<file path="src/rtl/grey_codec.sv">
// rtl/grey_codec.sv - Grey/natural binary converter with a grey-coded up/down counter
module grey_codec #(
    parameter int WIDTH = 4
) (
    input  logic             clk,
    input  logic             rst_n,
    input  logic [1:0]       mode,
    input  logic             valid_in,
    input  logic             en,
    input  logic             load,
    input  logic [WIDTH-1:0] din,
    output logic [WIDTH-1:0] dout,
    output logic             dout_valid,
    output logic [WIDTH-1:0] count_nat,
    output logic [WIDTH-1:0] count_grey,
    output logic             wrap
);

    localparam logic [WIDTH-1:0] ONE  = {{(WIDTH-1){1'b0}}, 1'b1};
    localparam logic [WIDTH-1:0] ONES = {WIDTH{1'b1}};

    function automatic logic [WIDTH-1:0] to_grey(input logic [WIDTH-1:0] v);
        return v ^ (v >> 1);
    endfunction

    logic [WIDTH-1:0] din_nat;
    logic [WIDTH-1:0] count_step;
    logic             step_wraps;
    logic             acc;

    // Grey-to-natural: each bit is the XOR of all din bits at or above it.
    always_comb begin
        din_nat = '0;
        acc     = 1'b0;
        for (int i = WIDTH - 1; i >= 0; i--) begin
            acc        = acc ^ din[i];
            din_nat[i] = acc;
        end
    end

    always_comb begin
        count_step = '0;
        step_wraps = 1'b0;
        if (mode[0]) begin
            count_step = count_nat - ONE;
            step_wraps = (count_nat == '0);
        end else begin
            count_step = count_nat + ONE;
            step_wraps = (count_nat == ONES);
        end
    end

    always_ff @(posedge clk) begin
        if (!rst_n) begin
            dout       <= '0;
            dout_valid <= 1'b0;
            count_nat  <= '0;
            count_grey <= '0;
            wrap       <= 1'b0;
        end else begin
            dout_valid <= 1'b0;
            wrap       <= 1'b0;
            if (!mode[1]) begin
                if (valid_in) begin
                    dout       <= mode[0] ? din_nat : to_grey(din);
                    dout_valid <= 1'b1;
                end
            end else if (load) begin
                count_nat  <= din;
                count_grey <= to_grey(din);
                dout       <= to_grey(din);
                dout_valid <= 1'b1;
            end else if (en) begin
                count_nat  <= count_step;
                count_grey <= to_grey(count_step);
                dout       <= to_grey(count_step);
                dout_valid <= 1'b1;
                wrap       <= step_wraps;
            end
        end
    end

endmodule

</file>
<file path="config.mk">
export PLATFORM = sky130hd
export DESIGN_NAME = grey_codec
export DESIGN_NICKNAME = d
export VERILOG_FILES = /design/src/rtl/grey_codec.sv
export SDC_FILE = /design/constraint.sdc
export NUM_CORES = 1
export LEC_CHECK = 0
export ABC_AREA = 1
export ABC_CLOCK_PERIOD_IN_PS = 1400
export CAP_MARGIN = 30
export CORE_MARGIN = 3
export CORE_UTILIZATION = 25
export CTS_CLUSTER_SIZE = 24
export DETAILED_ROUTE_END_ITERATION = 10
export PLACE_DENSITY = 0.5
export SETUP_SLACK_MARGIN = 0.05
export SYNTH_ARGS = -nofsm -noshare
export SYNTH_HDL_FRONTEND = slang
export SYNTH_SLANG_ARGS = --single-unit
</file>
<file path="constraint.sdc">
create_clock -name clk -period 1.4 [get_ports clk]
set_input_delay 0.21 -clock clk [delete_from_list [all_inputs] [get_ports clk]]
set_output_delay 0.21 -clock clk [all_outputs]
set_load 0.005 [all_outputs]
</file>
; ---- Word level (Yosys, flattened, before mapping)
; Index checks and enable logic that the tools add are counted.
[totals]
regBits = 14
in_bits = 11
out_inout_bits = 14
word_cells = 36
[classes]
n_addsub = 2
eq_ne = 2
n_mux = 13
n_bitwise = 8
reduce_logical = 6
[ops]
columns = operator, n
row1 = $mux W4, 8
row2 = $xor A4 B3 Y4, 2
row3 = $mux W1, 5
row4 = $add A4 B1 Y4 const B, 1
row5 = $eq A4 B4 Y1 const B, 1
row6 = $logic_not A4 Y1, 1
row7 = $reduce_and A2 Y1, 2
row8 = $reduce_bool A2 Y1, 2
row9 = $reduce_or A4 Y1, 1
row10 = $sub A4 B1 Y4 const B, 1
row11 = $ne A3 B1 Y1 const B, 1
row12 = $not A1 Y1, 3
row13 = $xor A1 B1 Y1, 3

; ---- Longest topological paths before layout
[depth]
word_depth = 6
ltp_mapped = 11
depth_no_buf = 11

; ---- Least setup slack after synthesis
; Ideal clock, no wire load.
[synth_timing]
path_kind = register to register
startpoint = register count_nat[0]
endpoint = register count_grey[2]
setup_ns = 0.056
arrival_time_ns = 1.440
required_time_ns = 1.344
slack_ns = -0.096
path_stages_with_launch = 11
n_path_buf = 0
synth_period_minus_slack_ns = 1.496
cell_sequence = dfxtp_1 fa_1 xnor2_1 nand2_1 nand2_1 inv_1 nand2_2 nand2_1 nand2_1 nand2_1 inv_1
[synth_between]
elab_chain_len = 5
elab_cells_between_ends = 6
cone_classes = add/sub: 2 / mux: 3 / bitwise: 1
[synth_lines]
columns = element, line_no
row1 = from (decl), 14  ; output logic [WIDTH-1:0] count_nat,
row2 = from (signal assigned), 69  ; count_nat <= din;
row3 = from (signal assigned), 74  ; count_nat <= count_step;
row4 = $add A4 B1 Y4 / $sub A4 B1 Y4 (equally long branches), "48, 45"
row5 = $mux W4 (*), 44  ; if (mode[0]) begin
row6 = $xor A4 B3 Y4 (*), 23  ; return v ^ (v >> 1);
row7 = $mux W4 (*), 73  ; end else if (en) begin
row8 = $mux W4 (*), 68  ; end else if (load) begin
row9 = to (signal assigned), 70  ; count_grey <= to_grey(din);
row10 = to (signal assigned), 75  ; count_grey <= to_grey(count_step);
row11 = to (decl), 15  ; output logic [WIDTH-1:0] count_grey,
; Mark *: on every way between the ends. The rest lies on a longest branch, timed or not. The select of a mux whose other input is x is not followed.
; A chain may end at the register's enable or synchronous reset.

; ---- Worst setup path after layout
[layout_timing]
startpoint = register count_nat[1]
endpoint = register count_grey[2]
; The elaborated chain is that of the path after synthesis.

==> flow_metrics.env <==
export IMPL_cts_tree="built"
export IMPL_yosysMostFrequentCell="nand2_1"
export IMPL_grt_usage_pct=12.77
export IMPL_seq_area_frac_synth_pct=30.72
export IMPL_dp_cells=213
export IMPL_cp_slowest_cell="fa_2"
export IMPL_status="finished with violations"
export IMPL_htree_levels=1
export IMPL_clockBufferDepth=2
export IMPL_drive_above_1_share_pct=39.20
export IMPL_cts_num_sinks=13
export IMPL_async_reset_ff_share_pct=0
export IMPL_tightest_slew_ps=242.9
export IMPL_grt_setup_unrepaired="yes"
export IMPL_combinationalPowerShare_pct=42.8
export IMPL_vias=981
export IMPL_synth_adder_area_share_pct=5.318
export IMPL_skew_ps=0.7594
export IMPL_core_um2=3153
export IMPL_avgSynthCellArea_um2=6.670
export IMPL_syn_nets=141
export IMPL_multiInputGateArea_um2=601.8
export IMPL_port_buffers=24
export IMPL_viasPerCell=4.459
export IMPL_finalCritPeriodShare_pct=103.7
export IMPL_max_slew_margin_rel_pct=83.75
export IMPL_clock_fmax_mhz=688.6
export IMPL_p_leak_nw=0.7887
export IMPL_post_drt_wl_per_cell_um=11.50
export IMPL_hold_viol=0
export IMPL_initialDrtViolationCount=36
export IMPL_holdBufCountCts=0
export IMPL_holdWs_ps=462.8
export IMPL_start_util_pct=26.87
export IMPL_grt_pass1_wl_um=4133
export IMPL_yosys_warnings=0
export IMPL_gp_congestion=0.8081
export IMPL_nFillCells=358
export IMPL_cp_max_fo=4
export IMPL_grt_pass1_vias=925
export IMPL_synth_enable_flop_cells=0
export IMPL_synth_top_cells_by_area="dfxtp_1 31%, nand2_1 15%, o21ai_0 7.1%"
export IMPL_synth_top_family_by_area="simple AND/OR/NAND/NOR gates"
export IMPL_yosysUniqueCellTypes=24
export IMPL_num_io_pins=25
export IMPL_syn_instance_count=127
export IMPL_period_needed_ps=1452
export IMPL_cp_cell_sequence="fa_2, xnor2_4, buf_4, nand3_2, nand2_1, nand2_1, nand2_1, inv_1"
export IMPL_wl_um=2529
export IMPL_numCtsBuffers=3
export IMPL_die_area_um2=4123
export IMPL_row_count=20
export IMPL_synth_simple_gate_area_share_pct=31.91
export IMPL_violations="setup timing"
export IMPL_max_cap_viol_count=0
export IMPL_clock_latency_ps=290
export IMPL_criticalPathCategory="flop to flop"
export IMPL_seq_area_um2=275.3
export IMPL_crit_path_frequent_cell="nand2_1"
export IMPL_synthFlopType="dfxtp_1"
export IMPL_synth_compound_area_share_pct=15.95
export IMPL_ir_drop_mv=0.4483
export IMPL_p_per_area_nw_per_um2=811.5
export IMPL_crit_path_end_kind="flop"
export IMPL_stdcell_count=220
export IMPL_pre_cts_slack_ps=-513.8
export IMPL_n_antenna_cell=0
export IMPL_setup_slack_ps=-52.24
export IMPL_worst_ep_required_time_ps=1600
export IMPL_sequentialPowerShare_pct=36.0
export IMPL_cts_clk_slew_worst_paths_ps=90
export IMPL_cp_start_kind="flop"
export IMPL_cts_root_buf="clkbuf_4"
export IMPL_hpwlAfterDp_um=1935
export IMPL_setup_viol=5
export IMPL_dr_pass1_iters=4
export IMPL_switching_share_pct=34.18
export IMPL_area_growth_pct=71.94
export IMPL_report_final_slew_viol_count=0
export IMPL_synth_xor_area_share_pct=6.056
export IMPL_hold_path_class="flop to flop"
export IMPL_critical_path_max_stage_delay_ps=380
export IMPL_grt_max_degree=11
export IMPL_cp_arrival_ps=1650
export IMPL_grt_ovfl_total=0
export IMPL_yosysTopAreaCell="dfxtp_1"
export IMPL_die_h_um=64.21
export IMPL_die_w_um=64.21
export IMPL_synth_top_area_share_pct=30.72
export IMPL_synth_top_cells_by_count="33 x nand2_1, 16 x inv_1, 13 x dfxtp_1"
export IMPL_synth_mux_area_share_pct=0
export IMPL_final_nets=191
export IMPL_antenna_found_initial=0
export IMPL_drtAntennaViolNets=0
export IMPL_drc=0
export IMPL_synth_area_um2=847.1
export IMPL_switching_power_uw=404.0
export IMPL_clkPwrFrac_pct=21.1
export IMPL_synth_seq_cells=13
export IMPL_intPower_uw=777.9
==> layer usage <==
layer	track usage, %	part of all wire, %	vias up
met5	0	0	-
met4	5.541	1.5	0
met3	4.394	5.9	6
met2	19.61	47	23
met1	16.08	45	445
li1	-	-	507
==> critical path: cells and delay by family (launching register included) <==
family,cells,cell delay (ps)
flip-flops,1,370
adder cells (fa/ha/maj),1,380
XOR/XNOR,1,190
buffers and inverters,2,170
AND/OR/NAND/NOR,4,240
==> final timing paths <==
kind                                    start             to  slack [ps]  cells after the start
worst max-delay path             count_nat[1]  count_grey[2]         -50                      8
worst min-delay path            count_grey[1]  count_grey[1]         460                      2
worst max register to register   count_nat[1]  count_grey[2]         -50                      8
worst min register to register  count_grey[1]  count_grey[1]         460                      2
==> timing repair <==
| action | CTS | global route |
|---|---|---|
| hold endpoints to repair | 0 | 0 |
| pin swaps | 8 | 11 |
| setup endpoints to repair | 17 | 19 |
| gates resized for setup | 15 | 34 |
| cloned | 0 | 0 |
| setup buffers | 2 | 2 |
==> cells by family (layout without fill, tap and decap cells) <==
family                   Yosys count  count (layout)
adder cells (fa/ha/maj)            3               3
AO/OA/AOI/OAI                     25              25
flip-flops                        13              13
buffers and inverters             20              69
AND/OR/NAND/NOR                   61              61
XOR/XNOR                           5               5
==> registers in the layout, summed over array words and instances (netlist names) <==
name,count
count_grey,3
count_nat,4
dout,4
dout_valid,1
wrap,1
==> power groups by stage <==
stage / Clock (mW) / Sequential [mW] / Combinational (mW)
after floorplan: 0 / 0.437 / 0.212
after global placement: 0 / 0.431 / 0.428
after detailed placement: 0 / 0.432 / 0.429
after CTS: 0.259 / 0.423 / 0.449
after global routing: 0.288 / 0.432 / 0.564
final: 0.250 / 0.426 / 0.506
==> stage by stage <==
stage / instance area (µm²) / util, % / TNS (ps) / power (mW)
after floorplan: 858.3 / - / 0 / 0.6485
after global placement: 1289 / 40.87 / -4274 / 0.8586
after detailed placement: 1289 / 40.87 / -4692 / 0.8605
after CTS: 1356 / 43.02 / -435.0 / 1.131
after global routing: 1456 / 46.19 / -624.3 / 1.285
final: 1456 / 46.19 / -111.4 / 1.182
==> placed cells by master (no fill, tap or decap), types with 2 or more instances in the layout <==
| master | synthesis | routed |
|---|---|---|
| dfxtp_1 | 13 | 3 |
| clkdlybuf4s50_1 | 0 | 12 |
| a21oi_1 | 9 | 8 |
| nand3_2 | 1 | 4 |
| ha_4 | 0 | 2 |
| nand2_2 | 2 | 14 |
| inv_2 | 1 | 3 |
| dfxtp_2 | 0 | 9 |
| a21oi_2 | 1 | 2 |
| clkbuf_4 | 0 | 3 |
| xnor2_1 | 3 | 2 |
| dlygate4sd2_1 | 0 | 3 |
| nand3_1 | 9 | 6 |
| o21ai_0 | 12 | 10 |
| dlymetal6s2s_1 | 0 | 8 |
| nand2_1 | 33 | 21 |
| inv_1 | 16 | 14 |
| nor2_1 | 12 | 12 |
| o21ai_1 | 0 | 2 |
| nand2_4 | 2 | 2 |
| buf_4 | 2 | 22 |
==> final cells by class <==
| class | count | share of cell area, % |
|---|---|---|
| Multi-Input combinational cell | 94 | 41.32 |
| Timing Repair Buffer | 47 | 29.38 |
| Sequential cell | 13 | 18.90 |
| Inverter | 18 | 4.811 |
| Tap cell | 44 | 3.780 |
| Clock buffer | 4 | 1.804 |
Note: power is estimated with default switching activity, not from simulation.
